--- config.mk ---
export PLATFORM = sky130hd
export DESIGN_NAME = imm_ext_stage_flat
export DESIGN_NICKNAME = d
export VERILOG_FILES = /design/src/rtl/imm_ext_stage_if.sv /design/src/rtl/imm_ext_stage.sv /design/src/flat_wrapper.sv
export SDC_FILE = /design/constraint.sdc
export NUM_CORES = 1
export LEC_CHECK = 0
export BUFFER_PORTS_ARGS = -buffer_cell sky130_fd_sc_hd__buf_2
export CORE_ASPECT_RATIO = 1.75
export CORE_MARGIN = 1
export CORE_UTILIZATION = 35
export DETAILED_ROUTE_END_ITERATION = 10
export GPL_ROUTABILITY_DRIVEN = 0
export HOLD_SLACK_MARGIN = 0.06
export PLACE_DENSITY = 0.63
export SYNTH_ARGS = -nofsm -noshare
export SYNTH_HDL_FRONTEND = slang
export SYNTH_SLANG_ARGS = --single-unit
export TNS_END_PERCENT = 50
--- constraint.sdc ---
create_clock -name clk -period 6.7 [get_ports clk]
set_input_delay 0.335 -clock clk [delete_from_list [all_inputs] [get_ports clk]]
set_output_delay 0.335 -clock clk [all_outputs]
set_load 0.1 [all_outputs]
--- src/rtl/imm_ext_stage_if.sv ---
// Handshake bundle for the ID->EX immediate-extension stage.
// The stage uses the slave modport and the decode side drives the master modport.
interface imm_ext_stage_if #(
  parameter int IN_W  = 16,
  parameter int OUT_W = 32,
  parameter int TAG_W = 5
);
  logic             flush;
  logic             in_valid;
  logic             in_ready;
  logic [5:0]       in_opcode;
  logic [IN_W-1:0]  in_imm;
  logic [TAG_W-1:0] in_tag;
  logic             out_valid;
  logic             out_ready;
  logic [OUT_W-1:0] out_imm;
  logic [TAG_W-1:0] out_tag;

  modport master (
    output flush, in_valid, in_opcode, in_imm, in_tag, out_ready,
    input  in_ready, out_valid, out_imm, out_tag
  );

  modport slave (
    input  flush, in_valid, in_opcode, in_imm, in_tag, out_ready,
    output in_ready, out_valid, out_imm, out_tag
  );
endinterface

--- src/rtl/imm_ext_stage.sv ---
// Registered immediate-extension stage with a 2-entry skid buffer (ID->EX).
// Define IMM_EXT_BRSHIFT_EN to make beq/bne emit a byte offset (sign-extended imm << 2).
module imm_ext_stage #(
  parameter int IN_W  = 16,
  parameter int OUT_W = 32,
  parameter int TAG_W = 5
) (
  input  logic          clk,
  input  logic          rst_n,
  imm_ext_stage_if.slave bus
);

  localparam int PAD_W = OUT_W - IN_W;

  typedef enum logic [1:0] {
    MODE_SIGN,
    MODE_ZERO,
    MODE_UPPER,
    MODE_BRANCH
  } mode_e;

  typedef enum logic [1:0] {
    EMPTY,
    ONE,
    TWO
  } state_e;

  state_e           state;
  logic             in_ready_q;
  logic             out_valid_q;
  logic [OUT_W-1:0] head_imm;
  logic [TAG_W-1:0] head_tag;
  logic [OUT_W-1:0] skid_imm;
  logic [TAG_W-1:0] skid_tag;

  mode_e            mode;
  logic [OUT_W-1:0] sign_ext;
  logic [OUT_W-1:0] ext_imm;
  logic             push;
  logic             pop;

  assign push = bus.in_valid & in_ready_q;
  assign pop  = out_valid_q & bus.out_ready;

  // NOTE: every always_comb output gets a default before the case so no path
  // leaves it unassigned, which would otherwise infer a latch.
  always_comb begin
    mode = MODE_SIGN;
    case (bus.in_opcode)
      6'b001100, 6'b001101, 6'b001110: mode = MODE_ZERO;   // andi/ori/xori
      6'b001111:                       mode = MODE_UPPER;  // lui
      6'b000100, 6'b000101:            mode = MODE_BRANCH; // beq/bne
      default:                         mode = MODE_SIGN;
    endcase
  end

  assign sign_ext = {{PAD_W{bus.in_imm[IN_W-1]}}, bus.in_imm};

  always_comb begin
    ext_imm = sign_ext;
    case (mode)
      MODE_ZERO:   ext_imm = {{PAD_W{1'b0}}, bus.in_imm};
      MODE_UPPER:  ext_imm = {bus.in_imm, {PAD_W{1'b0}}};
`ifdef IMM_EXT_BRSHIFT_EN
      MODE_BRANCH: ext_imm = sign_ext << 2;
`else
      MODE_BRANCH: ext_imm = sign_ext;
`endif
      default:     ext_imm = sign_ext;
    endcase
  end

  // Occupancy FSM; in_ready/out_valid are loaded from the next state so they
  // are flops yet always agree with the occupancy.
  // NOTE: sequential state uses non-blocking assignments so every flop samples
  // pre-edge values regardless of statement order.
  always_ff @(posedge clk or negedge rst_n) begin
    if (!rst_n) begin
      state       <= EMPTY;
      in_ready_q  <= 1'b1;
      out_valid_q <= 1'b0;
      head_imm    <= '0;
      head_tag    <= '0;
    end else if (bus.flush) begin
      state       <= EMPTY;
      in_ready_q  <= 1'b1;
      out_valid_q <= 1'b0;
    end else begin
      case (state)
        EMPTY: begin
          if (push) begin
            state       <= ONE;
            out_valid_q <= 1'b1;
            head_imm    <= ext_imm;
            head_tag    <= bus.in_tag;
          end
        end
        ONE: begin
          if (push && pop) begin
            head_imm <= ext_imm;
            head_tag <= bus.in_tag;
          end else if (push) begin
            state      <= TWO;
            in_ready_q <= 1'b0;
          end else if (pop) begin
            state       <= EMPTY;
            out_valid_q <= 1'b0;
          end
        end
        TWO: begin
          if (pop) begin
            state      <= ONE;
            in_ready_q <= 1'b1;
            head_imm   <= skid_imm;
            head_tag   <= skid_tag;
          end
        end
        default: begin
          state       <= EMPTY;
          in_ready_q  <= 1'b1;
          out_valid_q <= 1'b0;
        end
      endcase
    end
  end

  // NOTE: the skid entry is pure datapath and is only read once the FSM has
  // marked it occupied, so it carries no reset.
  always_ff @(posedge clk) begin
    if (!bus.flush && state == ONE && push && !pop) begin
      skid_imm <= ext_imm;
      skid_tag <= bus.in_tag;
    end
  end

  assign bus.in_ready  = in_ready_q;
  assign bus.out_valid = out_valid_q;
  assign bus.out_imm   = head_imm;
  assign bus.out_tag   = head_tag;

endmodule

--- src/flat_wrapper.sv ---
// flat-port wrapper written by rule: the top's interface ports become plain ports
module imm_ext_stage_flat 
#(
  parameter int IN_W  = 16,
  parameter int OUT_W = 32,
  parameter int TAG_W = 5
)
  (clk, rst_n, bus_flush, bus_in_valid, bus_in_opcode, bus_in_imm, bus_in_tag, bus_out_ready, bus_in_ready, bus_out_valid, bus_out_imm, bus_out_tag);
  imm_ext_stage_if #(.IN_W(IN_W), .OUT_W(OUT_W), .TAG_W(TAG_W)) bus_i ();
  input  logic clk;
  input  logic rst_n;
  input wire logic [$bits(bus_i.flush)-1:0] bus_flush;
  input wire logic [$bits(bus_i.in_valid)-1:0] bus_in_valid;
  input wire logic [$bits(bus_i.in_opcode)-1:0] bus_in_opcode;
  input wire logic [$bits(bus_i.in_imm)-1:0] bus_in_imm;
  input wire logic [$bits(bus_i.in_tag)-1:0] bus_in_tag;
  input wire logic [$bits(bus_i.out_ready)-1:0] bus_out_ready;
  output wire logic [$bits(bus_i.in_ready)-1:0] bus_in_ready;
  output wire logic [$bits(bus_i.out_valid)-1:0] bus_out_valid;
  output wire logic [$bits(bus_i.out_imm)-1:0] bus_out_imm;
  output wire logic [$bits(bus_i.out_tag)-1:0] bus_out_tag;
  assign bus_i.flush = bus_flush;
  assign bus_i.in_valid = bus_in_valid;
  assign bus_i.in_opcode = bus_in_opcode;
  assign bus_i.in_imm = bus_in_imm;
  assign bus_i.in_tag = bus_in_tag;
  assign bus_i.out_ready = bus_out_ready;
  assign bus_in_ready = bus_i.in_ready;
  assign bus_out_valid = bus_i.out_valid;
  assign bus_out_imm = bus_i.out_imm;
  assign bus_out_tag = bus_i.out_tag;
  imm_ext_stage #(.IN_W(IN_W), .OUT_W(OUT_W), .TAG_W(TAG_W)) u_core (.clk(clk), .rst_n(rst_n), .bus(bus_i));
endmodule
==> results.py <==
metrics = {
    "routing": {
        "wl_met1_um": 3320,
        "viasPerCell": 5.02,
        "drtPass1Iterations": 7,
        "top_layer": "met4",
        "drt_iter0_drc": 114,
        "ant_nets": 0,
        "wl_per_cell_um": 16.5,
        "wl_um": 7650,
        "wl_met2_um": 3940,
        "met3WireLength_um": 201,
        "drc": 2,
        "num_vias": 2326,
    },
    "finish": {
        "final_cell_mix": "buf_2, mux2_2, dfrtp_1",
        "layout.cells.most_common": "buf_2",
        "n_antenna_cell": 0,
        "drive_above_1_share_pct": 39.0,
        "fin_nets": 365,
        "area_growth_pct": 20.6,
    },
    "grt": {
        "grt_pass1_wl_um": 12200,
        "antenna_found_initial": 0,
        "grt_max_degree": 42,
        "first_global_vias": 2364,
        "grtUsageTotal_pct": 15.1,
        "grt.overflow.total": 0,
    },
    "die": {
        "ios": 71,
        "row_count": 49,
        "die_area_mm2": 0.0109,
        "coreArea_mm2": 0.0102,
        "fp.dieH_um": 137,
        "start_util_pct": 35.7,
        "die_w_um": 79.3,
    },
    "critical_path": {
        "r2r_setup_slack_ns": 3.83,
        "r2r_cells": 4,
        "start_kind": "flip-flop",
        "critPathMaxFanout": 39,
        "arrival_ns": 3.09,
        "cp.required_ns": 6.92,
        "r2r-start": "u_core.state[0]$_DFFE_PN0P_",
        "critical_path_class": "flip-flop to flip-flop",
        "setup.worst_path.end_class": "flip-flop",
        "r2r-end": "u_core.bus.out_imm[0]$_DFFE_PN0P_",
    },
    "clock_tree": {
        "cts_made_buffers": 9,
        "clock-sinks": 78,
        "clk_latency_ns": 0.33,
        "htreeDepth": 3,
        "cts_resized": 0,
        "cts_setup_buffers": 0,
        "root_buffer": "clkbuf_16",
        "tritoncts": "built",
        "clk_pin_slew_ns": 0.06,
        "ctsHoldBuffers": 0,
        "cts.path.max_buffers": 2,
    },
    "yosys": {
        "synth_cell_types": 34,
        "ys_seq_area_share_pct": 58.4,
        "yosysWarnings": 0,
        "syn_nets": 304,
        "syn-cell-area_mm2": 0.00366,
        "syn_area_per_cell_um2": 13.6,
        "synthCells": 270,
        "synth_seq_cells": 78,
    },
    "placement": {
        "io_buffer_count": 70,
        "dp_hpwl_um": 5130,
    },
    "run_status": {
        "violations": "DRC",
        "status": "finished, violations left",
    },
    "timing": {
        "finalSetupTns_ns": 0,
        "post-route-period-util_pct": 42.9,
        "max_slew_margin_pct": 28.6,
        "hold_violations": 0,
        "tightestPinTransition_ns": 1.07,
        "clock_skew_ns": 0.00502,
        "fmax_mhz": 348,
        "setup-violations-final": 0,
        "final_max_slew_viol_count": 0,
        "rsz0062_at_grt": "no",
        "period_minus_slack_ns": 2.87,
    },
    "worst_hold_path": {
        "hp-class": "input port to asynchronous set/reset pin",
    },
    "flow_run": {
        "drv_cap": 0,
    },
}
## per-stage QoR
stage	instances	utilization (%)	setup slack [ns]	instance area [um^2]	hold slack [ns]
floorplan	270	-	3.36	3660	0.0394
global placement	447	39.8	3.72	4080	0.466
detailed placement	447	39.8	3.62	4080	0.469
CTS	463	43.1	3.80	4410	0.174
global route	463	43.1	3.58	4410	0.174
finish	463	43.1	3.83	4410	0.161
## worst max-delay path, stage by stage, from the launching register on
cell and delay (ns):
dfrtp_1 0.63, nand2b_2 0.78, o32ai_4 0.42, buf_4 0.51
mux2_2 0.40
## kinds of logic after synthesis
| logic type | synth area share [%] |
|---|---|
| muxes | 18.2 |
| AOI/OAI and AO/OA | 8.89 |
| adders and majority gates | 0.684 |
| and+or+nand+nor | 10.7 |
| DFF | 58.4 |
| buffers and inverters | 3.15 |
## Yosys cell counts
cell / count / area (um^2)
ha_1: 2 / 25.0
buf_6: 3 / 33.8
and2_1: 2 / 12.5
and3b_1: 1 / 8.76
buf_2: 2 / 10.0
mux2_2: 40 / 450
a21boi_2: 1 / 11.3
a211o_1: 1 / 8.76
nand3b_1: 16 / 120
nand2b_1: 1 / 6.26
a31oi_1: 15 / 93.8
inv_1: 2 / 7.51
a21o_1: 1 / 7.51
clkbuf_1: 14 / 52.6
dfrtp_1: 40 / 1000
mux2_1: 19 / 214
nor4bb_1: 1 / 10.0
nor2_1: 2 / 7.51
o32ai_4: 1 / 27.5
nand3_1: 2 / 10.0
o21a_1: 17 / 128
dfstp_2: 1 / 26.3
nor3b_1: 16 / 120
nand2_1: 21 / 78.8
nor2b_1: 1 / 6.26
buf_1: 1 / 3.75
a21oi_1: 2 / 10.0
a211oi_1: 1 / 7.51
a221oi_1: 1 / 8.76
nand4bb_1: 1 / 11.3
buf_4: 1 / 7.51
edfxtp_1: 37 / 1110
o21bai_1: 1 / 7.51
o21ai_0: 3 / 15.0
## flip-flops by register name (all words and copies together) (netlist names)
name and flops:
u_core.bus.out_imm 32, u_core.skid_imm 32, u_core.bus.out_tag 5, u_core.skid_tag 5, u_core.state 2, u_core.bus.in_ready 1
u_core.bus.out_valid 1
## worst max-delay path by stage
stage / end / from / depth (start not counted)
after floorplan: u_core.skid_imm[0]$_DFFE_PP_ / u_core.bus.out_valid$_DFFE_PN0P_ / 2
after CTS: u_core.bus.out_imm[0]$_DFFE_PN0P_ / u_core.state[1]$_DFFE_PN0P_ / 4
after detailed placement: u_core.bus.out_imm[28]$_DFFE_PN0P_ / bus_in_opcode[5] / 7
final: u_core.bus.out_imm[0]$_DFFE_PN0P_ / u_core.state[0]$_DFFE_PN0P_ / 4
after global placement: u_core.bus.out_imm[28]$_DFFE_PN0P_ / bus_in_opcode[5] / 7
after global routing: u_core.bus.out_imm[13]$_DFFE_PN0P_ / u_core.state[1]$_DFFE_PN0P_ / 4
## per-layer routing
layer	vias up	global-route usage (%)
met5	-	0
met4	0	7.07
met3	9	3.64
met2	38	25.3
met1	1153	18.0
li1	1126	-
## layout make-up
cell class,count,area (um^2)
fill,959,5820
tap,127,159
multi-input combinational,169,1420
clock buffer,13,270
sequential,78,2140
inverter,2,7.51
timing repair buffer,71,358
clock inverter,3,65.1
Power is left out: the tool's default activity adds up to more than one toggle a clock period on the data nets, which glitch-free logic cannot reach.
